===== src/rtl/mem_port_arbiter_pkg.sv =====
// Shared definitions for the fetch/loader memory-port arbiter.
// Holds the default bus widths, the arbiter state encodings, the owner tags
// and a helper for sizing the burst counter.
package mem_port_arbiter_pkg;

  localparam int ADDR_W_DEF = 8;
  localparam int DATA_W_DEF = 8;

  typedef enum logic [1:0] {
    ST_IDLE   = 2'd0,
    ST_OWN_F  = 2'd1,
    ST_OWN_L  = 2'd2,
    ST_LOCKED = 2'd3
  } arb_state_t;

  // Tag carried down the access pipeline so read data reaches the right port.
  typedef enum logic {
    OWN_F = 1'b0,
    OWN_L = 1'b1
  } owner_t;

  // Counter must be able to hold MAX_BURST itself (saturation value).
  function automatic int burst_w(input int max_burst);
    return (max_burst < 1) ? 1 : $clog2(max_burst + 1);
  endfunction

endpackage


===== src/rtl/mem_port_arbiter_burst_ctr.sv =====
// Purpose: saturating count of consecutive transfers by the current owner.
// Latency: count updates on the clock edge; limit flag is decoded from the registered count.
// Backpressure: none; the arbiter uses the limit flag to hand the port over.
//
// Ports:
//   clk, rst   clock / synchronous active-high reset (count -> 0)
//   clr        force count to 0 (idle or locked)
//   load1      new owner's first transfer: count -> 1
//   inc        another transfer by the same owner: count + 1, held at MAX_BURST
//   at_limit   count has reached MAX_BURST
module arb_burst_ctr
  import mem_port_arbiter_pkg::*;
#(
  parameter int MAX_BURST = 4
) (
  input  logic clk,
  input  logic rst,
  input  logic clr,
  input  logic load1,
  input  logic inc,
  output logic at_limit
);

  localparam int BW = burst_w(MAX_BURST);
  localparam logic [BW-1:0] LIMIT = BW'(MAX_BURST);

  logic [BW-1:0] cnt;

  always_ff @(posedge clk) begin
    if (rst) begin
      cnt <= '0;
    end else if (clr) begin
      cnt <= '0;
    end else if (load1) begin
      cnt <= BW'(1);
    end else if (inc && (cnt != LIMIT)) begin
      cnt <= cnt + BW'(1);
    end
  end

  assign at_limit = (cnt == LIMIT);

endmodule


===== src/rtl/mem_port_arbiter.sv =====
// Purpose: shares one single-port synchronous RAM between CPU fetch (F, read-only) and loader (L, read/write).
// Latency: grant combinational; access strobe one cycle after the transfer edge, read data two cycles after.
// Backpressure: req/gnt handshake; a waiting port gets the memory after at most MAX_BURST owner transfers,
//               while l_lock holds fetch off entirely.
//
// Ports:
//   clk, rst                         clock / synchronous active-high reset
//   f_req, f_addr                    fetch read request and address
//   f_gnt, f_rvalid, f_rdata         fetch accept, read data valid, read data (0 when not valid)
//   l_req, l_we, l_addr, l_wdata     loader request, write enable, address, write data
//   l_lock                           loader asks for exclusive ownership
//   l_gnt, l_rvalid, l_rdata         loader accept, read data valid, read data (0 when not valid)
//   locked                           arbiter is in the locked state
//   mem_en, mem_we, mem_addr,
//   mem_wdata, mem_rdata             memory macro interface (read data valid the cycle after mem_en)
module mem_port_arbiter
  import mem_port_arbiter_pkg::*;
#(
  parameter int ADDR_W    = ADDR_W_DEF,
  parameter int DATA_W    = DATA_W_DEF,
  parameter int MAX_BURST = 4,
  parameter bit PRIO_F    = 1'b1
) (
  input  logic              clk,
  input  logic              rst,
  input  logic              f_req,
  input  logic [ADDR_W-1:0] f_addr,
  output logic              f_gnt,
  output logic              f_rvalid,
  output logic [DATA_W-1:0] f_rdata,
  input  logic              l_req,
  input  logic              l_we,
  input  logic [ADDR_W-1:0] l_addr,
  input  logic [DATA_W-1:0] l_wdata,
  input  logic              l_lock,
  output logic              l_gnt,
  output logic              l_rvalid,
  output logic [DATA_W-1:0] l_rdata,
  output logic              locked,
  output logic              mem_en,
  output logic              mem_we,
  output logic [ADDR_W-1:0] mem_addr,
  output logic [DATA_W-1:0] mem_wdata,
  input  logic [DATA_W-1:0] mem_rdata
);

  arb_state_t state;
  owner_t     acc_owner;
  logic       at_limit;
  logic       f_xfer, l_xfer, any_xfer;
  logic       same_owner;
  logic       ctr_clr, ctr_load1, ctr_inc;

  // Grant decode. Held at zero during reset so nothing is accepted in the reset cycle.
  always_comb begin
    f_gnt = 1'b0;
    l_gnt = 1'b0;
    if (!rst) begin
      if (state == ST_LOCKED) begin
        l_gnt = l_req;
      end else if (f_req && l_req) begin
        case (state)
          ST_OWN_F: begin
            if (at_limit) l_gnt = 1'b1;
            else          f_gnt = 1'b1;
          end
          ST_OWN_L: begin
            if (at_limit) f_gnt = 1'b1;
            else          l_gnt = 1'b1;
          end
          default: begin
            if (PRIO_F) f_gnt = 1'b1;
            else        l_gnt = 1'b1;
          end
        endcase
      end else begin
        f_gnt = f_req;
        l_gnt = l_req;
      end
    end
  end

  assign f_xfer   = f_req && f_gnt;
  assign l_xfer   = l_req && l_gnt;
  assign any_xfer = f_xfer || l_xfer;

  assign same_owner = (f_xfer && (state == ST_OWN_F)) ||
                      (l_xfer && (state == ST_OWN_L));

  // Burst count is meaningless while locked and restarts from zero on unlock,
  // so entering, staying in or leaving LOCKED all clear it.
  assign ctr_clr   = l_lock || (state == ST_LOCKED) || (!any_xfer && !f_req && !l_req);
  assign ctr_load1 = any_xfer && !same_owner;
  assign ctr_inc   = any_xfer && same_owner;

  arb_burst_ctr #(
    .MAX_BURST (MAX_BURST)
  ) u_burst_ctr (
    .clk      (clk),
    .rst      (rst),
    .clr      (ctr_clr),
    .load1    (ctr_load1),
    .inc      (ctr_inc),
    .at_limit (at_limit)
  );

  // Ownership FSM. Lock wins over any transfer at the same edge; that transfer
  // still enters the access pipeline below and completes normally.
  always_ff @(posedge clk) begin
    if (rst) begin
      state  <= ST_IDLE;
      locked <= 1'b0;
    end else begin
      locked <= l_lock;
      if (l_lock) begin
        state <= ST_LOCKED;
      end else if (state == ST_LOCKED) begin
        state <= ST_IDLE;
      end else if (f_xfer) begin
        state <= ST_OWN_F;
      end else if (l_xfer) begin
        state <= ST_OWN_L;
      end else if (!f_req && !l_req) begin
        state <= ST_IDLE;
      end
    end
  end

  // Access stage followed by the read-return stage. The owner tag travels with
  // the access so back-to-back reads from alternating ports return correctly.
  always_ff @(posedge clk) begin
    if (rst) begin
      mem_en    <= 1'b0;
      mem_we    <= 1'b0;
      mem_addr  <= '0;
      mem_wdata <= '0;
      acc_owner <= OWN_F;
      f_rvalid  <= 1'b0;
      l_rvalid  <= 1'b0;
    end else begin
      mem_en <= any_xfer;
      mem_we <= l_xfer && l_we;
      if (any_xfer) begin
        mem_addr  <= f_xfer ? f_addr : l_addr;
        mem_wdata <= l_xfer ? l_wdata : '0;
        acc_owner <= f_xfer ? OWN_F : OWN_L;
      end
      f_rvalid <= mem_en && !mem_we && (acc_owner == OWN_F);
      l_rvalid <= mem_en && !mem_we && (acc_owner == OWN_L);
    end
  end

  assign f_rdata = f_rvalid ? mem_rdata : '0;
  assign l_rdata = l_rvalid ? mem_rdata : '0;

endmodule


===== config.mk =====
export PLATFORM = sky130hd
export DESIGN_NAME = mem_port_arbiter
export DESIGN_NICKNAME = d
export VERILOG_FILES = /design/src/rtl/mem_port_arbiter_pkg.sv /design/src/rtl/mem_port_arbiter_burst_ctr.sv /design/src/rtl/mem_port_arbiter.sv
export SDC_FILE = /design/constraint.sdc
export NUM_CORES = 1
export LEC_CHECK = 0
export BUFFER_PORTS_ARGS = -buffer_cell sky130_fd_sc_hd__clkbuf_2
export CORE_MARGIN = 4
export CORE_UTILIZATION = 40
export CTS_BUF_LIST = sky130_fd_sc_hd__clkbuf_4 sky130_fd_sc_hd__clkbuf_8
export CTS_CLUSTER_DIAMETER = 150
export CTS_CLUSTER_SIZE = 12
export DETAILED_ROUTE_END_ITERATION = 16
export GPL_ROUTABILITY_DRIVEN = 1
export PLACE_DENSITY = 0.74
export SLEW_MARGIN = 10
export SYNTH_ARGS = -nofsm -noshare
export SYNTH_HDL_FRONTEND = slang
export SYNTH_SLANG_ARGS = --single-unit

===== constraint.sdc =====
create_clock -name clk -period 2.15 [get_ports clk]
set_input_delay 0.1075 -clock clk [delete_from_list [all_inputs] [get_ports clk]]
set_output_delay 0.1075 -clock clk [all_outputs]
set_load 0.02 [all_outputs]

==> run summary <==
The flow ran to the end, and the final reports show no timing, DRC or antenna violations. Synthesis produced a netlist with a net count of 184. The worst setup path is captured at a primary output. The die is 66.2 µm tall. The share of the clock period used by the worst path after layout was 0.941; the die width was 66.2 µm. Across the run, the number of max-cap violations was 0. Summed over all layers, the global routing overflow is 0.

The most frequent cell after synthesis is sky130_fd_sc_hd__dfxtp_1. Along the worst hold path, the cell count comes to 3. The cell at the root of the clock tree is sky130_fd_sc_hd__clkbuf_4.

The simple-gate portion of the synthesized area came out at 0.253. The logs give 495 MHz for the highest clock frequency the design can meet and 2.79 mm for the half-perimeter wire length after detailed placement. STA puts the critical path data required time at 2.04 ns. Setup repair after global routing left no endpoint under its margin.

The total routed wire length on the met1 layer is 1.55 mm. The maximum number of buffers from clock root to sink is 2. Ranked by instance count, the synthesized netlist is headed by 27 x sky130_fd_sc_hd__dfxtp_1, 17 x sky130_fd_sc_hd__and2_1, 11 x sky130_fd_sc_hd__nor2_1.

After layout, the design draws a total of 0.00108 W. The clock insertion delay at the later pin of the skew report is 0.34 ns. The async set-or-reset flop fraction in the synthesized netlist is 0, and the area added between synthesis and finish is 44.0%. Delay of the slowest critical-path stage: 0.39 ns. The total CTS buffers is 3.

The synthesized area per cell is 9.62 µm². Setup violations remaining at the end of the flow were counted as 0. At the pin with the least slew margin, the transition time is 0.445 ns. The placeable core area was 0.00315 mm²; the antenna diode instance count was 0.

The first-pass iteration count of the detailed router came out at 4. The startpoint identified for the worst hold timing path is f_addr[6]. Once detail routing completed, the nets flagged for antenna violations numbered 0. The post-synthesis compound-gate area fraction was 0.204. The tools report the maximum VDD drop as 0.340 mV.

The most critical setup path has its startpoint at state[0]. In this run, synthesis inferred 0 flip-flops with an integrated enable. The logs give 0 for the final number of hold-violating endpoints and 27 for the number of clock sinks seen by CTS. The number of unique standard cell types used by synthesis came out at 40.

For this block, the initial DRC count from the detailed router was 32. TritonCTS built the clock tree. The run gives 0 as the number of antenna violations at the first check in global routing. Summing every instance area after synthesis gives 0.00136 mm².

Ranked by total cell area, the synthesized netlist is headed by sky130_fd_sc_hd__dfxtp_1 40%, sky130_fd_sc_hd__and2_1 7.8%, sky130_fd_sc_hd__mux2i_1 5.9%. The master of the slowest instance on the critical path is sky130_fd_sc_hd__dfxtp_1. The total die area was 0.00439 mm².

Aggregate global-route resource usage: 0.172. On the final layout, the worst hold slack is 0.0117 ns. The worst setup path category was register to primary output.

The tools report the sequential fraction of the synthesis area as 0.399. After detailed routing, the met3 layer carries 319 µm of wire. The routed wirelength normalized by instance count works out to 13.5 µm. The logs give 0 for the setup fix buffers added after clock tree synthesis and 0 ns for the final total negative setup slack.

The run gives 0.147 ns as the minimum setup slack after placement. For this block, the via count after detailed routing is 1,386. The startpoint identified for the worst register-to-register timing path is state[0]. The cell type with the highest aggregate area in the netlist is sky130_fd_sc_hd__dfxtp_1. At the end of the flow, the number of nets in the layout was 275. The congestion estimate from routability-driven global placement came to 0.762. For the via count of the first global-routing pass, the log shows 1,349. The shortest period the worst path allows works out to 2.02 ns. The setup slack on the worst flop-to-flop path is 0.18 ns. Of all nets on the critical path, the largest fanout is 5.

Initial core utilization: 0.430. The tightest min-delay check is of the input port to register type. The run gives 77 as the number of top-level pins.

Entering global routing, the biggest net connects 18 pins. Traced cell by cell, the critical path runs through inv_1 -> ha_1 -> buf_4 -> and3_1 -> o31ai_4 -> inv_2 -> clkbuf_2. Row generation in the floorplan step produced 20 rows. For the worst flop-to-flop path, the logic depth is 8.

In the routed layout, each cell is associated on average with a via count of 5.04. Main combinational cell family by area after synthesis: simple AND/OR/NAND/NOR gates. The post-synthesis mux area share was 0.0590; the leakage power total was 0.935 nW.

Share of the synthesized area in the top cell type: 0.399. The logs give 1 for the CTS H-tree depth and 0 for the residual DRC count. The worst slew margin relative to its limit is 0.703.

The type of element launching the critical path was a register. The total power density per cell area is 554 mW/mm², and the adder-cell share of the synthesized area is 0.0461. The logs give 0 for the final count of pins violating max slew and 0.128 ns for the smallest setup slack after layout. In the synthesized netlist the dominant register cell turns out to be sky130_fd_sc_hd__dfxtp_1. Synthesis inferred 27 register bits. Port buffering added 76 buffers. In the detailed route, the total length drawn on met2 is 1.77 mm. Data arrives at the worst endpoint at 1.91 ns. The area share of xor/xnor cells in the synthesized design was 0; the post-route clock skew was 0.00834 ns. The run gives 5.87 mm as the first-pass GRT wire length. The instance count of the mapped netlist came out at 141. The logs give 3.72 mm for the routed wire length and 0 for the number of synthesis warnings.

The highest layer touched by signal routing is met4. The proportion of layout cells with a drive suffix above 1 was 0.403. After clock tree synthesis, the clock-pin slew on the worst setup and hold paths is 0.15 ns.
## timing repair
item                                    CTS  global route
endpoints found under the hold margin    10             0
hold buffers                             10             0
gates cloned                              0             0
pin swaps                                 0             0
endpoints found under the setup margin    1             1
resized for setup                         1             5
## power breakdown
group          internal (W)  switching [W]  total [W]
combinational      0.000132       0.000161   0.000294
clock             0.0000716       0.000159   0.000231
sequential         0.000536      0.0000229   0.000559
total              0.000739       0.000344    0.00108
## registers in the layout, indices dropped and copies added (netlist names)
register         count
l_rvalid             1
acc_owner            1
mem_we               1
locked               1
u_burst_ctr.cnt      3
mem_addr             8
mem_en               1
mem_wdata            8
f_rvalid             1
state                2
## stage by stage
| stage | utilization | instances | cell area (µm²) |
|---|---|---|---|
| final | 0.619 | 275 | 1950 |
| after global routing | 0.619 | 275 | 1950 |
| after CTS | 0.614 | 275 | 1940 |
| after detailed placement | 0.573 | 261 | 1810 |
| after global placement | 0.573 | 261 | 1810 |
| after floorplan | - | 141 | 1360 |
## path summary, 6_finish.rpt
check / endpoint
worst min register to register: f_rvalid
worst max register to register: mem_wdata[5]
worst max-delay path: f_gnt
worst min-delay path: mem_addr[6]
## cells in the final DEF, fill, tap and decap left out, types with 2 or more instances in the layout
| cell | count |
|---|---|
| sky130_fd_sc_hd__ha_1 | 3 |
| sky130_fd_sc_hd__inv_1 | 7 |
| sky130_fd_sc_hd__nor3_1 | 2 |
| sky130_fd_sc_hd__and3_1 | 3 |
| sky130_fd_sc_hd__nand3b_1 | 2 |
| sky130_fd_sc_hd__nor4bb_1 | 2 |
| sky130_fd_sc_hd__a221oi_1 | 2 |
| sky130_fd_sc_hd__nor2_1 | 11 |
| sky130_fd_sc_hd__dfxtp_1 | 26 |
| sky130_fd_sc_hd__buf_4 | 5 |
| sky130_fd_sc_hd__a21oi_1 | 5 |
| sky130_fd_sc_hd__clkbuf_4 | 3 |
| sky130_fd_sc_hd__dlygate4sd3_1 | 10 |
| sky130_fd_sc_hd__mux2i_1 | 8 |
| sky130_fd_sc_hd__a21boi_1 | 2 |
| sky130_fd_sc_hd__clkbuf_2 | 76 |
| sky130_fd_sc_hd__a22o_1 | 8 |
| sky130_fd_sc_hd__nand2_1 | 2 |
| sky130_fd_sc_hd__a211oi_1 | 8 |
| sky130_fd_sc_hd__nand2b_1 | 3 |
| sky130_fd_sc_hd__or3_1 | 2 |
| sky130_fd_sc_hd__ha_2 | 2 |
| sky130_fd_sc_hd__and2_1 | 17 |
| sky130_fd_sc_hd__o211ai_1 | 2 |
## final cells by class
type	instances	area [µm²]
inverters	8	30.0
well taps	44	55.1
flip-flops and latches	27	542
repair buffers	91	518
fillers	296	1200
clock inverters	1	7.51
multi-input cells	101	778
clock buffers	3	22.5
## cells by family (layout without fill, tap and decap cells)
family | Yosys count | in the layout
simple gates | 54 | 54
mux | 8 | 8
compound gates | 34 | 34
flops | 27 | 27
buf+inv | 13 | 103
fa+ha+maj | 5 | 5
## worst max-delay path: cells and delay by family, from the launching register on
| kind | cells | cell delay (ns) |
|---|---|---|
| simple gates | 1 | 0.21 |
| compound gates | 1 | 0.27 |
| fa+ha+maj | 1 | 0.21 |
| flops | 1 | 0.39 |
| buf+inv | 4 | 0.49 |
## routing by layer
metal  GRT usage  vias up
met5           0        -
met4      0.0711        0
met3      0.0391        7
met2       0.302       58
met1       0.197      623
li1            -      698
No activity file was read; power rests on OpenSTA's default activity.
